--- src/rtl/fifo_wptr.sv ---
// Write-side pointer, Gray publish, read-pointer sync and flags
// for the async FIFO.
module fifo_wptr #(
  parameter int addr_width = 4,
  parameter int af_margin  = 1
) (
  input  logic                  wclk,
  input  logic                  wrst,
  input  logic                  winc,
  input  logic [addr_width-1:0] rptr_g,
  output logic                  wclken,
  output logic [addr_width-2:0] waddress,
  output logic [addr_width-1:0] wptr_g,
  output logic                  wfull,
  output logic                  walmost_full,
  output logic [addr_width-1:0] wlevel,
  output logic                  woverflow
);

  localparam int MSB   = addr_width - 1;
  localparam int DEPTH = 1 << (addr_width - 1);
  localparam logic [MSB:0] AF_LVL = addr_width'(DEPTH - af_margin);
  localparam logic [MSB:0] ONE    = addr_width'(1);

  logic [MSB:0] wbin;
  logic [MSB:0] wbin_nxt;
  logic [MSB:0] rq1;
  logic [MSB:0] rq2;
  logic [MSB:0] rbin_s;

  function automatic logic [MSB:0] bin2gray(
    input logic [MSB:0] b
  );
    return b ^ (b >> 1);
  endfunction

  assign wbin_nxt = wbin + ONE;
  assign wclken   = winc & ~wfull;
  assign waddress = wbin[MSB-1:0];

  always_ff @(posedge wclk) begin
    if (wrst) begin
      wbin      <= '0;
      wptr_g    <= '0;
      rq1       <= '0;
      rq2       <= '0;
      woverflow <= 1'b0;
    end else begin
      rq1 <= rptr_g;
      rq2 <= rq1;
      if (wclken) begin
        wbin   <= wbin_nxt;
        wptr_g <= bin2gray(wbin_nxt);
      end
      if (winc & wfull)
        woverflow <= 1'b1;
    end
  end

  // XOR-prefix from the MSB down
  always_comb begin
    rbin_s      = '0;
    rbin_s[MSB] = rq2[MSB];
    for (int i = MSB - 1; i >= 0; i--)
      rbin_s[i] = rbin_s[i+1] ^ rq2[i];
  end

  assign wlevel = wbin - rbin_s;
  assign wfull  = (wbin[MSB] != rbin_s[MSB]) &&
                  (wbin[MSB-1:0] == rbin_s[MSB-1:0]);
  assign walmost_full = (wlevel >= AF_LVL);

endmodule

--- config.mk ---
export PLATFORM = sky130hd
export DESIGN_NAME = fifo_wptr
export DESIGN_NICKNAME = d
export VERILOG_FILES = /design/src/rtl/fifo_wptr.sv
export SDC_FILE = /design/constraint.sdc
export NUM_CORES = 1
export LEC_CHECK = 0
export CAP_MARGIN = 25
export CORE_ASPECT_RATIO = 1.2
export CORE_MARGIN = 5
export CORE_UTILIZATION = 42
export DETAILED_ROUTE_END_ITERATION = 10
export HOLD_SLACK_MARGIN = 0.12
export PLACE_DENSITY = 0.83
export SLEW_MARGIN = 30
export SYNTH_ARGS = -nofsm -noshare
export SYNTH_HDL_FRONTEND = slang
export SYNTH_SLANG_ARGS = --single-unit
--- constraint.sdc ---
create_clock -name wclk -period 2.1 [get_ports wclk]
set_input_delay 0.42 -clock wclk [delete_from_list [all_inputs] [get_ports wclk]]
set_output_delay 0.42 -clock wclk [all_outputs]
set_load 0.05 [all_outputs]
# [Yosys cells after proc, flatten, opt, wreduce, memory -nomap -nowiden]
# Cells that the tools add are included.
# W data, S select, Z words.
[word_totals] input_bits=7 mem_bits_ro=0 n_memories=0 output_inout_bits=15 latchBits=0 mem_bits_rw=0 regBits=17 word_cells=18
[classes] reduce_logical=1 n_mux=0 shifts=0 n_eq_ne=2 add_sub_neg=2 n_mul=0 bitwise=7 n_div=0 magnitude_cmp=1
[op_table] op="$add A4 B1 Y4 const B" count=1
[op_table] op="$ge A4 B3 Y1 const B" count=1
[op_table] op="$sub A4 B4 Y4" count=1
[op_table] op="$xor A4 B3 Y4" count=1
[op_table] op="$eq A3 B3 Y1" count=1
[op_table] op="$xor A1 B1 Y1" count=3
[op_table] op="$and A1 B1 Y1" count=2
[op_table] op="$logic_and A1 B1 Y1" count=1
[op_table] op="$ne A1 B1 Y1" count=1
[op_table] op="$not A1 Y1" count=1

# [Longest topological paths before layout]
[depth] ltp_word=7 ltp_mapped=8 mapped_depth_nobuf=8

# [Worst setup path after synthesis]
# Ideal clock, no wire load.
[synth_path] path_kind="reg-to-output" startpoint="register rq2[3]" endpoint="output walmost_full" path_stages_with_launch=9 path_slack_ns=-1.380 t_arrival_ns=3.060 n_path_buf=0 cell_sequence="dfxtp_1 -> xnor2_1 -> xor2_1 -> xnor2_1 -> ha_1 -> fa_1 -> xnor2_1 -> nand3_1 -> o21ai_0"
[synth_between] elab_chain_cells=5
[synth_rtl] element="start, declared" line="28" source="logic [MSB:0] rq2;"
[synth_rtl] element="start signal, assigned" line="50" source="rq2 <= rq1;"
[synth_rtl] element="$xor A1 B1 Y1 *" line="65" source="rbin_s[i] = rbin_s[i+1] ^ rq2[i];"
[synth_rtl] element="$xor A1 B1 Y1 (2 in series)" line="65"
[synth_rtl] element="$sub A4 B4 Y4 *" line="68" source="assign wlevel = wbin - rbin_s;"
[synth_rtl] element="via wlevel[2]" line="16" source="output logic [addr_width-1:0] wlevel,"
[synth_rtl] element="$ge A4 B3 Y1 *" line="71" source="assign walmost_full = (wlevel >= AF_LVL);"
[synth_rtl] element="end, declared" line="15" source="output logic walmost_full,"
# Mark *: on every way through the listed nets, which the timed path passes. The rest lies on a longest branch.

# [Final worst setup path]
[layout_path] startpoint="register rq2[2]" endpoint="output walmost_full"
[layout_between] elab_chain_cells=5
[layout_rtl] element="$xor A1 B1 Y1 *" line="65"
[layout_rtl] element="$xor A1 B1 Y1 (2 in series)" line="65"
[layout_rtl] element="$sub A4 B4 Y4 *" line="68"
[layout_rtl] element="$ge A4 B3 Y1 *" line="71"
# Mark *: on every way between the ends. The rest lies on a longest branch, timed or not.

==> impl_metrics.env <==
export IMPL_layout_setup_ws_ps=-570
export IMPL_hp_class="reg2reg"
export IMPL_area_growth_syn_to_layout_pct=73.2
export IMPL_start_util=0.445
export IMPL_slew_viol_final=0
export IMPL_drive_gt1_frac=0.429
export IMPL_crit_buf_inv=2
export IMPL_grt_max_degree=16
export IMPL_cp_end_kind="output port"
export IMPL_cts_max_level=1
export IMPL_hold_viol_final=0
export IMPL_synth_area_leader_cell="dfxtp_1"
export IMPL_wl_um=2100
export IMPL_pre_cts_slack_ps=-306
export IMPL_r2r_slack_ps=-90
export IMPL_crit_arrival_ps=2250
export IMPL_ys_ff_latch=16
export IMPL_setup_viol=12
export IMPL_core_mm2=0.00187
export IMPL_num_rows=17
export IMPL_netlist_instances=89
export IMPL_die_y_um=58.8
export IMPL_finalCritPeriodShare=1.27
export IMPL_portBuffers=21
export IMPL_clock_latency_ps=280
export IMPL_clock_path_buffers=2
export IMPL_ys_seq_area_frac=0.385
export IMPL_dieArea_mm2=0.00297
export IMPL_synthesis_area_um2=832
export IMPL_cts_tree="yes"
export IMPL_num_antenna_cells=0
export IMPL_crit_chain="xnor2_4 > xor2_2 > xnor2_1 > ha_2 > fa_2 > clkinvlp_4 > nand3_2 > o21ai_4 > buf_12"
export IMPL_max_stage_delay_ps=450
export IMPL_max_vdd_ir_drop_v=0.000522
export IMPL_syn_area_per_cell_um2=9.35
export IMPL_yosys_area_top_type_share=0.385
export IMPL_overflow=0
export IMPL_final_nets=139
export IMPL_grt_pass1_vias=818
export IMPL_max_cap_violations=0
export IMPL_status="finished, violations left"
export IMPL_drc_errors=0
export IMPL_synth_fp_nets=101
export IMPL_fmax_mhz=374
export IMPL_fin_crit_ps=2670
export IMPL_slew_headroom=0.663
export IMPL_power_density_mw_per_mm2=840
export IMPL_dpl_hpwl_um=1570
export IMPL_cellLeakagePower_nw=0.604
export IMPL_yosys_warnings=0
export IMPL_wl_per_cell_um=14.5
export IMPL_worst_pin_slew_ps=505
export IMPL_critPathLaunchType="flip-flop"
export IMPL_clkTransAtPathRegs_ps=90
export IMPL_cp_max_fo=2
export IMPL_rsz0062_at_grt="true"
export IMPL_synth_cell_type_count=29
export IMPL_pin_count=22
export IMPL_cts_num_sinks=16
export IMPL_drt_pass1_iter_count=4
export IMPL_antenna_found_initial=0
export IMPL_tns_ps=-3210
export IMPL_die_x_um=50.6
export IMPL_grt_pass1_wl_um=3620
export IMPL_track_usage=0.157
export IMPL_root_buffer="clkbuf_4"
export IMPL_gp_congestion=0.864
export IMPL_drtIter0Drc=9
export IMPL_vias=758
export IMPL_fin_skew_ps=0.613
export IMPL_cpLargestDelayFamily="adder cells"
export IMPL_antenna_left=0
export IMPL_synth_area_top_cells="dfxtp_1 38%, nor2b_1 7.5%, xnor2_1 7.4%"
export IMPL_crit_required_ps=1680
export IMPL_cts_buffers=3
export IMPL_final_util=0.770
export IMPL_critical_path_class="reg2out"
export IMPL_nFillCells=115
export IMPL_violations="negative setup slack"
export IMPL_slowest_stage="fa_2"
export IMPL_vias_per_cell=5.23
[final timing paths]
check / start / end / cells after the start
max: rq2[2]$_SDFF_PP0_ / walmost_full / 9
min: rq1[1]$_SDFF_PP0_ / rq2[1]$_SDFF_PP0_ / 1
max reg2reg: rq2[2]$_SDFF_PP0_ / wptr_g[3]$_SDFFE_PP0P_ / 8
min reg2reg: rq1[1]$_SDFF_PP0_ / rq2[1]$_SDFF_PP0_ / 1
[cell type report]
type	count	area, µm²	share of cell area
Timing Repair Buffer	37	407	0.282
Clock buffer	4	36.3	0.0252
Sequential cell	16	328	0.227
Multi-Input combinational cell	63	621	0.431
Tap cell	19	23.8	0.0165
Inverter	6	26.3	0.0182
[cells in the final DEF (no fill, tap or decap), drive strengths merged]
master / instances
fa: 1
xor2: 4
o31ai: 1
a41oi: 2
clkinvlp: 1
clkdlybuf4s50: 12
dlymetal6s2s: 1
mux2: 3
nor2b: 10
nand4: 1
o21ai: 3
clkbuf: 4
nand3b: 1
nand2: 3
nor3b: 2
dfxtp: 16
nor2: 7
a21oi: 4
ha: 4
a21boi: 2
mux2i: 1
o2111ai: 1
o211ai: 1
inv: 5
a31oi: 1
nand3: 2
xnor2: 7
buf: 24
and3: 2
[per-stage QoR]
step                      power, mW  cells  hold slack, ps  cell area (µm²)
after global placement        0.933    140             417             1300
after CTS                      1.21    145             447             1430
after floorplan               0.689     89             412              922
final                          1.21    145             445             1440
after global routing           1.27    145             465             1440
after detailed placement      0.947    140             423             1300
[cell families after synthesis]
group                    Yosys count  synth area share
buffers and inverters             10            0.0451
AND/OR/NAND/NOR                   28             0.182
XOR/XNOR                          11             0.125
AO/OA/AOI/OAI                     15             0.122
adder cells (fa/ha/maj)            5            0.0842
flip-flops                        16             0.385
multiplexers                       4            0.0571
[cells in the mapped netlist]
master	count
a41oi_1	2
xor2_1	3
o2111ai_1	1
nand4_1	1
a21boi_2	1
o31ai_1	1
clkbuf_1	3
nor3b_1	2
dfxtp_1	16
nand3_1	2
xor2_2	1
buf_1	1
fa_1	1
nand3b_1	1
nand2_1	3
a21boi_0	1
ha_1	4
xnor2_1	7
mux2_1	2
o21ai_0	3
nor2_1	7
inv_1	6
nor2b_1	10
and3_1	2
a31oi_1	1
mux2_4	1
mux2i_1	1
o211ai_1	1
a21oi_1	4
[registers in the layout (all words and copies together) (netlist names)]
| register | cells |
|---|---|
| wbin | 3 |
| rq1 | 4 |
| rq2 | 4 |
| wptr_g | 4 |
| woverflow | 1 |
[report_power, final]
part | internal (mW) | switching (mW) | total, mW
Combinational | 0.328 | 0.346 | 0.674
Clock | 0.105 | 0.0972 | 0.203
Sequential | 0.321 | 0.0136 | 0.335
[repair_timing]
| item | 4_1_cts | 5_1_grt |
|---|---|---|
| setup buffers | 1 | 0 |
| resized for setup | 18 | 4 |
| pin swaps | 3 | 1 |
| setup endpoints to repair | 13 | 14 |
| hold buffers | 0 | 0 |
[metal layers]
layer | part of all wire | track usage | routed length (µm) | vias to the layer above
li1 | - | - | - | 373
met1 | 0.40 | 0.170 | 841 | 368
met2 | 0.56 | 0.298 | 1170 | 15
met3 | 0.038 | 0.0329 | 80 | 2
met4 | 0.0038 | 0.0438 | 8 | 0
met5 | 0 | 0 | 0 | -
Note: power is estimated with default switching activity, not from simulation.
